==> config.mk <==
export PLATFORM = sky130hd
export DESIGN_NAME = ps_pwm_modulator_flat
export DESIGN_NICKNAME = d
export VERILOG_FILES = /design/src/rtl/ps_pwm_modulator_if.sv /design/src/rtl/ps_pwm_modulator.sv /design/src/flat_wrapper.sv
export SDC_FILE = /design/constraint.sdc
export NUM_CORES = 1
export LEC_CHECK = 0
export CELL_PAD_IN_SITES_DETAIL_PLACEMENT = 0
export CELL_PAD_IN_SITES_GLOBAL_PLACEMENT = 1
export CORE_MARGIN = 3
export CORE_UTILIZATION = 43
export CTS_CLUSTER_DIAMETER = 50
export DETAILED_ROUTE_END_ITERATION = 8
export PLACE_DENSITY_LB_ADDON = 0.1
export SETUP_SLACK_MARGIN = 0.02
export SLEW_MARGIN = 30
export SYNTH_ARGS = -nofsm -noshare
export SYNTH_HDL_FRONTEND = slang
export SYNTH_SLANG_ARGS = --single-unit
==> constraint.sdc <==
create_clock -name clk -period 4.2 [get_ports clk]
set_input_delay 1.05 -clock clk [delete_from_list [all_inputs] [get_ports clk]]
set_output_delay 1.05 -clock clk [all_outputs]
set_load 0.02 [all_outputs]
==> src/rtl/ps_pwm_modulator_if.sv <==
// ---------------------------------------------------------------------------
// ps_pwm_modulator_if
// Bundle between the control loop and the phase-shifted PWM modulator.
//   en    : modulator enable (0 forces all gates off)
//   mod   : signed modulation reference, W bits
//   gate  : 4 gate drives per cell, cell k at [4k+3:4k] = {B-low, B-high, A-low, A-high}
//   sync  : 1-cycle pulse at the cell-0 carrier peak
// master = control side (drives en/mod), slave = modulator (drives gate/sync).
// ---------------------------------------------------------------------------
interface ps_pwm_modulator_if #(
    parameter int W       = 8,
    parameter int N_CELLS = 3
);
    logic                   en;
    logic signed [W-1:0]    mod;
    logic [4*N_CELLS-1:0]   gate;
    logic                   sync;

    modport master (output en, output mod, input gate, input sync);
    modport slave  (input en, input mod, output gate, output sync);
endinterface

==> src/rtl/ps_pwm_modulator.sv <==
// ---------------------------------------------------------------------------
// ps_pwm_modulator
// Phase-shifted PWM modulator for a cascaded H-bridge active filter.
// A phase accumulator p (0..4*CMAX-1) produces N_CELLS triangular carriers
// spaced P/(2*N_CELLS) apart. Each cell compares +mod_q (leg A) and -mod_q
// (leg B) against its carrier; each leg then passes through a dead-time
// stage driving its high/low switch.
// Ports:
//   clk  : clock
//   rst  : synchronous reset, active-high (overrides en)
//   bus  : slave modport of ps_pwm_modulator_if (en, mod in; gate, sync out)
// ---------------------------------------------------------------------------
module ps_pwm_modulator #(
    parameter int W        = 8,
    parameter int N_CELLS  = 3,
    parameter int CMAX     = 120,
    parameter int DT       = 4,
    parameter int UPD_MODE = 1
) (
    input  logic                   clk,
    input  logic                   rst,
    ps_pwm_modulator_if.slave      bus
);
    localparam int P    = 4 * CMAX;
    localparam int STEP = P / (2 * N_CELLS);
    localparam int PW   = $clog2(P);
    // Signed width wide enough for carrier values and for -mod without overflow.
    localparam int XW   = (((PW + 2) > (W + 1)) ? (PW + 2) : (W + 1)) + 1;
    localparam int NL   = 2 * N_CELLS;
    localparam int CW   = (DT > 0) ? $clog2(DT + 1) : 1;
    localparam logic [CW-1:0] DT_C  = CW'(DT);
    localparam logic [CW-1:0] DT_M1 = (DT > 0) ? CW'(DT - 1) : '0;

    generate
        if ((P % (2 * N_CELLS)) != 0 || N_CELLS < 1 || N_CELLS > 8 ||
            CMAX > (2 ** (W - 1)) - 1) begin : g_bad_cfg
            $error("ps_pwm_modulator: 4*CMAX must be divisible by 2*N_CELLS, N_CELLS in 1..8, CMAX <= 2^(W-1)-1");
        end
    endgenerate

    typedef enum logic [1:0] {
        LEG_OFF = 2'b00,
        LEG_UP  = 2'b01,
        LEG_DN  = 2'b10
    } leg_state_e;

    logic [PW-1:0]          p_q, p_d;
    logic signed [W-1:0]    mod_q, mod_d;
    logic [NL-1:0]          req_q, req_d;     // leg requests: [2k]=A, [2k+1]=B
    logic [NL-1:0]          seen_q, seen_d;   // request seen by the dead-time stage
    leg_state_e             state_q [NL];
    leg_state_e             state_d [NL];
    logic [CW-1:0]          cnt_q [NL];
    logic [CW-1:0]          cnt_d [NL];
    logic [4*N_CELLS-1:0]   gate_q, gate_d;
    logic                   sync_q, sync_d;

    // Phase, reference latch, sync and carrier compare.
    logic [PW:0]            pk;
    logic signed [XW-1:0]   pk_x, ck, mod_x, neg_x;

    always_comb begin
        p_d = p_q;
        if (bus.en) begin
            p_d = (p_q == PW'(P - 1)) ? '0 : p_q + PW'(1);
        end

        mod_d = mod_q;
        if (bus.en && ((p_q == '0) || ((UPD_MODE == 1) && (p_q == PW'(2 * CMAX))))) begin
            mod_d = bus.mod;
        end

        sync_d = bus.en && (p_q == '0);

        mod_x = XW'(mod_q);
        neg_x = -mod_x;
        pk    = '0;
        pk_x  = '0;
        ck    = '0;
        req_d = '0;
        for (int unsigned k = 0; k < N_CELLS; k++) begin
            pk = {1'b0, p_q} + (PW + 1)'(k * STEP);
            if (pk >= (PW + 1)'(P)) begin
                pk = pk - (PW + 1)'(P);
            end
            pk_x = $signed(XW'(pk));
            if (pk < (PW + 1)'(2 * CMAX)) begin
                ck = XW'(CMAX) - pk_x;
            end else begin
                ck = pk_x - XW'(3 * CMAX);
            end
            req_d[2*k]   = (ck <= mod_x);
            req_d[2*k+1] = (ck <= neg_x);
        end
    end

    // Dead-time stage. The edge that turns a switch off counts as the first
    // dead cycle, so a request change reloads DT-1; disable preloads DT so the
    // switch stays off DT full cycles after en returns.
    leg_state_e want;

    always_comb begin
        want   = LEG_OFF;
        seen_d = req_q;
        gate_d = '0;
        for (int unsigned l = 0; l < NL; l++) begin
            state_d[l] = state_q[l];
            cnt_d[l]   = cnt_q[l];
            want       = req_q[l] ? LEG_UP : LEG_DN;
            if (!bus.en) begin
                state_d[l] = LEG_OFF;
                cnt_d[l]   = DT_C;
            end else if (DT == 0) begin
                state_d[l] = want;
            end else if (state_q[l] != LEG_OFF) begin
                if (state_q[l] != want) begin
                    state_d[l] = LEG_OFF;
                    cnt_d[l]   = DT_M1;
                end
            end else if (req_q[l] != seen_q[l]) begin
                cnt_d[l] = DT_M1;   // request moved again during dead time
            end else if (cnt_q[l] == '0) begin
                state_d[l] = want;
            end else begin
                cnt_d[l] = cnt_q[l] - CW'(1);
            end
            gate_d[2*l]   = (state_d[l] == LEG_UP);
            gate_d[2*l+1] = (state_d[l] == LEG_DN);
        end
    end

    always_ff @(posedge clk) begin
        if (rst) begin
            p_q    <= '0;
            mod_q  <= '0;
            req_q  <= '0;
            seen_q <= '0;
            gate_q <= '0;
            sync_q <= 1'b0;
            for (int unsigned l = 0; l < NL; l++) begin
                state_q[l] <= LEG_OFF;
                cnt_q[l]   <= DT_C;
            end
        end else begin
            p_q    <= p_d;
            mod_q  <= mod_d;
            req_q  <= req_d;
            seen_q <= seen_d;
            gate_q <= gate_d;
            sync_q <= sync_d;
            for (int unsigned l = 0; l < NL; l++) begin
                state_q[l] <= state_d[l];
                cnt_q[l]   <= cnt_d[l];
            end
        end
    end

    assign bus.gate = gate_q;
    assign bus.sync = sync_q;

endmodule

==> src/flat_wrapper.sv <==
// flat-port wrapper written by rule: the top's interface ports become plain ports
module ps_pwm_modulator_flat 
#(
    parameter int W        = 8,
    parameter int N_CELLS  = 3,
    parameter int CMAX     = 120,
    parameter int DT       = 4,
    parameter int UPD_MODE = 1
)
  (clk, rst, bus_en, bus_mod, bus_gate, bus_sync);
  ps_pwm_modulator_if #(.W(W), .N_CELLS(N_CELLS)) bus_i ();
  input  logic clk;
  input  logic rst;
  input wire logic [$bits(bus_i.en)-1:0] bus_en;
  input wire logic [$bits(bus_i.mod)-1:0] bus_mod;
  output wire logic [$bits(bus_i.gate)-1:0] bus_gate;
  output wire logic [$bits(bus_i.sync)-1:0] bus_sync;
  assign bus_i.en = bus_en;
  assign bus_i.mod = bus_mod;
  assign bus_gate = bus_i.gate;
  assign bus_sync = bus_i.sync;
  ps_pwm_modulator #(.W(W), .N_CELLS(N_CELLS), .CMAX(CMAX), .DT(DT), .UPD_MODE(UPD_MODE)) u_core (.clk(clk), .rst(rst), .bus(bus_i));
endmodule
==> insert_results.sql <==
INSERT INTO impl_metrics (metric_group, metric, value, unit) VALUES
('routing', 'wl_per_cell', '16.5', 'um'),
('timing', 'fmax', '247', 'MHz'),
('synth', 'synth-seq-cells', '72', ''),
('synth', 'post_synth_edffs', '0', ''),
('synth', 'synthesis.nets', '848', ''),
('worst_setup_path', 'critical_path_required', '4.45', 'ns'),
('global_route', 'via_count_of_the_first_global_routing_pass', '5275', ''),
('final_layout', 'flow.area_growth_from_synthesis', '16.0', '%'),
('final_layout', 'layout.cells.most_common_list', 'sky130_fd_sc_hd__ha_1, sky130_fd_sc_hd__nor2_1, sky130_fd_sc_hd__dfxtp_1', ''),
('timing', 'finalHoldViolations', '0', ''),
('pwr', 'share_comb_of_total_power', '29.7', '%'),
('final_layout', 'finish.net_count', '891', ''),
('floorplan', 'top_level_port_count', '24', ''),
('synth', 'synth_warnings', '0', ''),
('final_layout', 'mostFrequentLayoutCell', 'sky130_fd_sc_hd__ha_1', ''),
('place', 'io_buffers', '23', ''),
('final_layout', 'fillers', '1337', ''),
('worst_setup_path', 'worstSetupPathType', 'reg2reg', ''),
('clock_tree', 'tritoncts', 'done', ''),
('timing', 'finalWorstPathRequiredPeriod', '4.04', 'ns'),
('clock_tree', 'clock_tree.htree_level_count', '3', ''),
('timing', 'skew', '0.00885', 'ns'),
('timing', 'unrepaired_setup_endpoints_after_global_routing', 'true', ''),
('clock_tree', 'clk_path_buf_depth', '2', ''),
('synth', 'netlist_instances', '740', ''),
('worst_setup_path', 'timing.critical_path.to_type', 'register', ''),
('synth', 'ys_dominant_reg_cell', 'sky130_fd_sc_hd__dfxtp_1', ''),
('timing', 'timing.final.setup_violations', '0', ''),
('pwr', 'clkPwrFrac', '35.0', '%'),
('worst_setup_path', 'timing.critical_path.arrival', '4.29', 'ns'),
('pwr', 'power.sequential.fraction', '35.3', '%'),
('worst_setup_path', 'crit_fanout', '9', ''),
('worst_setup_path', 'setup.worst_path.start_class', 'register', ''),
('pwr', 'power_per_cell_area', '311', 'mW/mm^2'),
('place', 'placed_cells', '947', ''),
('synth', 'netlist.area_leader.share', '23.3', '%'),
('clock_tree', 'cts_hold_buffers', '0', ''),
('routing', 'viasPerCell', '5.78', ''),
('hold_path', 'path_category_of_the_worst_min_delay_check', 'reg2reg', ''),
('clock_tree', 'root_buffer', 'sky130_fd_sc_hd__clkbuf_16', ''),
('global_route', 'antenna_violations_before_repair', '0', ''),
('timing', 'worst_slew_margin_rel', '39.0', '%'),
('routing', 'finalWirelength', '15.9', 'mm'),
('place', 'hpwlAfterDp', '12.3', 'mm'),
('global_route', 'grt.overflow.total', '0', ''),
('timing', 'maxSlewViolCount', '0', ''),
('routing', 'routed-via-count', '5587', ''),
('routing', 'detailedRoute.firstIterationViolations', '390', ''),
('synth', 'synthesis.area', '0.00618', 'mm^2'),
('clock_tree', 'path_clk_slew', '0.06', 'ns'),
('timing', 'worst_slew_pin_slew', '0.915', 'ns'),
('pwr', 'leakagePower', '2.92', 'nW'),
('clock_tree', 'clock_insertion_delay_worst_skew', '0.35', 'ns'),
('clock_tree', 'numClockSinks', '72', ''),
('floorplan', 'initial_cell_density_of_the_core', '44.2', '%'),
('routing', 'firstDrtPassIters', '5', ''),
('run_status', 'outcome', 'complete, no violations', ''),
('timing', 'finalCritPeriodShare', '96.2', '%'),
('pwr', 'internal_pwr_total', '1.51', 'mW'),
('synth', 'average_instance_area_after_synthesis', '8.35', 'um^2'),
('final_layout', 'layout-drive-gt1-share', '11.7', '%'),
('final_layout', 'antenna_cells', '0', ''),
('flow_run', 'cap_viol_max_count', '0', ''),
('floorplan', 'count_of_standard_cell_rows', '43', ''),
('synth', 'synthArstFlopShare', '0', '%'),
('floorplan', 'die_area', '0.0159', 'mm^2'),
('worst_setup_path', 'flop2flop_setup_slack', '0.16', 'ns'),
('pwr', 'swShare', '32.6', '%'),
('place', 'routabilityCongestion', '0.908', ''),
('pwr', 'netSwitchingPower', '0.728', 'mW'),
('floorplan', 'chipHeight', '126', 'um');
[repair_timing]
action	4_1_cts	5_1_grt
endpoints found under the setup margin	1	5
pin swaps	0	3
setup buffers	0	5
gates resized for setup	1	19
gates cloned	0	0
[cells in the mapped netlist (all sizes together), types with 4 or more instances]
master,count
nand2b,7
and3,6
and2,5
o21a,17
a21o,13
a21boi,6
o21ai,34
nor2,85
nor4,17
xnor2,29
nor4b,9
nand3,17
nor3,17
o211a,9
mux2,5
xor2,12
a31o,4
nand4,18
o211ai,5
or2,4
nor2b,21
ha,97
mux2i,20
clkbuf,16
o31ai,13
a21oi,35
nor3b,4
dfxtp,72
a211oi,17
buf,9
nand2,35
inv,35
[worst paths after layout]
| kind | start | endpoint | depth (start not counted) |
|---|---|---|---|
| max reg2reg | u_core.p_q[5] | u_core.req_q[4] | 16 |
| min | u_core.cnt_q[0][3] | u_core.cnt_q[0][3] | 1 |
| min reg2reg | u_core.cnt_q[0][3] | u_core.cnt_q[0][3] | 1 |
| max | u_core.p_q[5] | u_core.req_q[4] | 16 |
[cells by family after synthesis]
kind of cell    Yosys count  synth area share (%)
simple gates            263                  22.2
compound gates          182                  20.7
fa+ha+maj                97                  19.6
flops                    72                  23.3
buf+inv                  60                  3.89
xor+xnor                 41                  6.05
mux                      25                  4.21
[layer usage]
| metal | vias to the layer above | track usage [%] | part of all wire, % |
|---|---|---|---|
| li1 | 2803 | - | - |
| met5 | - | 0 | 0 |
| met2 | 105 | 32.7 | 47 |
| met4 | 0 | 7.44 | 2.6 |
| met3 | 24 | 2.97 | 3.3 |
| met1 | 2655 | 26.7 | 47 |
[layout make-up]
cell class | count | area, um^2 | share of cell area [%]
inverter | 35 | 135 | 1.88
tap | 180 | 225 | 3.14
clock buffer | 10 | 239 | 3.33
timing repair buffer | 57 | 485 | 6.77
sequential | 72 | 1450 | 20.2
multi-input combinational | 608 | 4580 | 63.9
clock inverter | 5 | 56.3 | 0.785
[power groups by stage]
stage / clock [mW] / combinational, mW / sequential, mW
global placement: 0 / 0.626 / 0.800
detailed placement: 0 / 0.646 / 0.802
floorplan: 0 / 0.492 / 0.781
global route: 0.822 / 0.746 / 0.796
finish: 0.782 / 0.664 / 0.788
CTS: 0.800 / 0.652 / 0.787
[metrics by stage]
step	utilization (%)	total power, mW	instance area, um^2	setup slack (ns)
2_1_floorplan	-	1.27	6180	0.169
3_3_place_gp	48.2	1.43	6750	0.0474
3_5_place_dp	48.2	1.45	6750	0.0265
6_report	51.3	2.23	7170	0.159
4_1_cts	50.4	2.24	7040	0.0314
5_1_grt	51.3	2.36	7170	-0.0198
[state kept, by name, summed over array words and instances (netlist names)]
register         cells
u_core.bus.gate     12
u_core.bus.sync      1
u_core.cnt_q        18
u_core.mod_q         8
u_core.p_q           9
u_core.req_q         6
u_core.seen_q        6
u_core.state_q      12
[worst max-delay path, cell delays in order (launching register included)]
cell                        delay (ns)
sky130_fd_sc_hd__dfxtp_2          0.36
sky130_fd_sc_hd__inv_2            0.16
sky130_fd_sc_hd__ha_2             0.22
sky130_fd_sc_hd__nand4bb_1        0.19
sky130_fd_sc_hd__a21oi_2          0.21
sky130_fd_sc_hd__a21boi_4         0.24
sky130_fd_sc_hd__nor3_1           0.08
sky130_fd_sc_hd__or4_4            0.63
sky130_fd_sc_hd__mux2_1           0.39
sky130_fd_sc_hd__ha_1             0.32
sky130_fd_sc_hd__nor2b_1          0.13
sky130_fd_sc_hd__o21a_1           0.17
sky130_fd_sc_hd__o21a_1           0.17
sky130_fd_sc_hd__o21a_1           0.16
sky130_fd_sc_hd__o21ai_0          0.19
sky130_fd_sc_hd__nand3b_1         0.10
sky130_fd_sc_hd__a211oi_1         0.21
No activity file was read; power rests on OpenSTA's default activity.
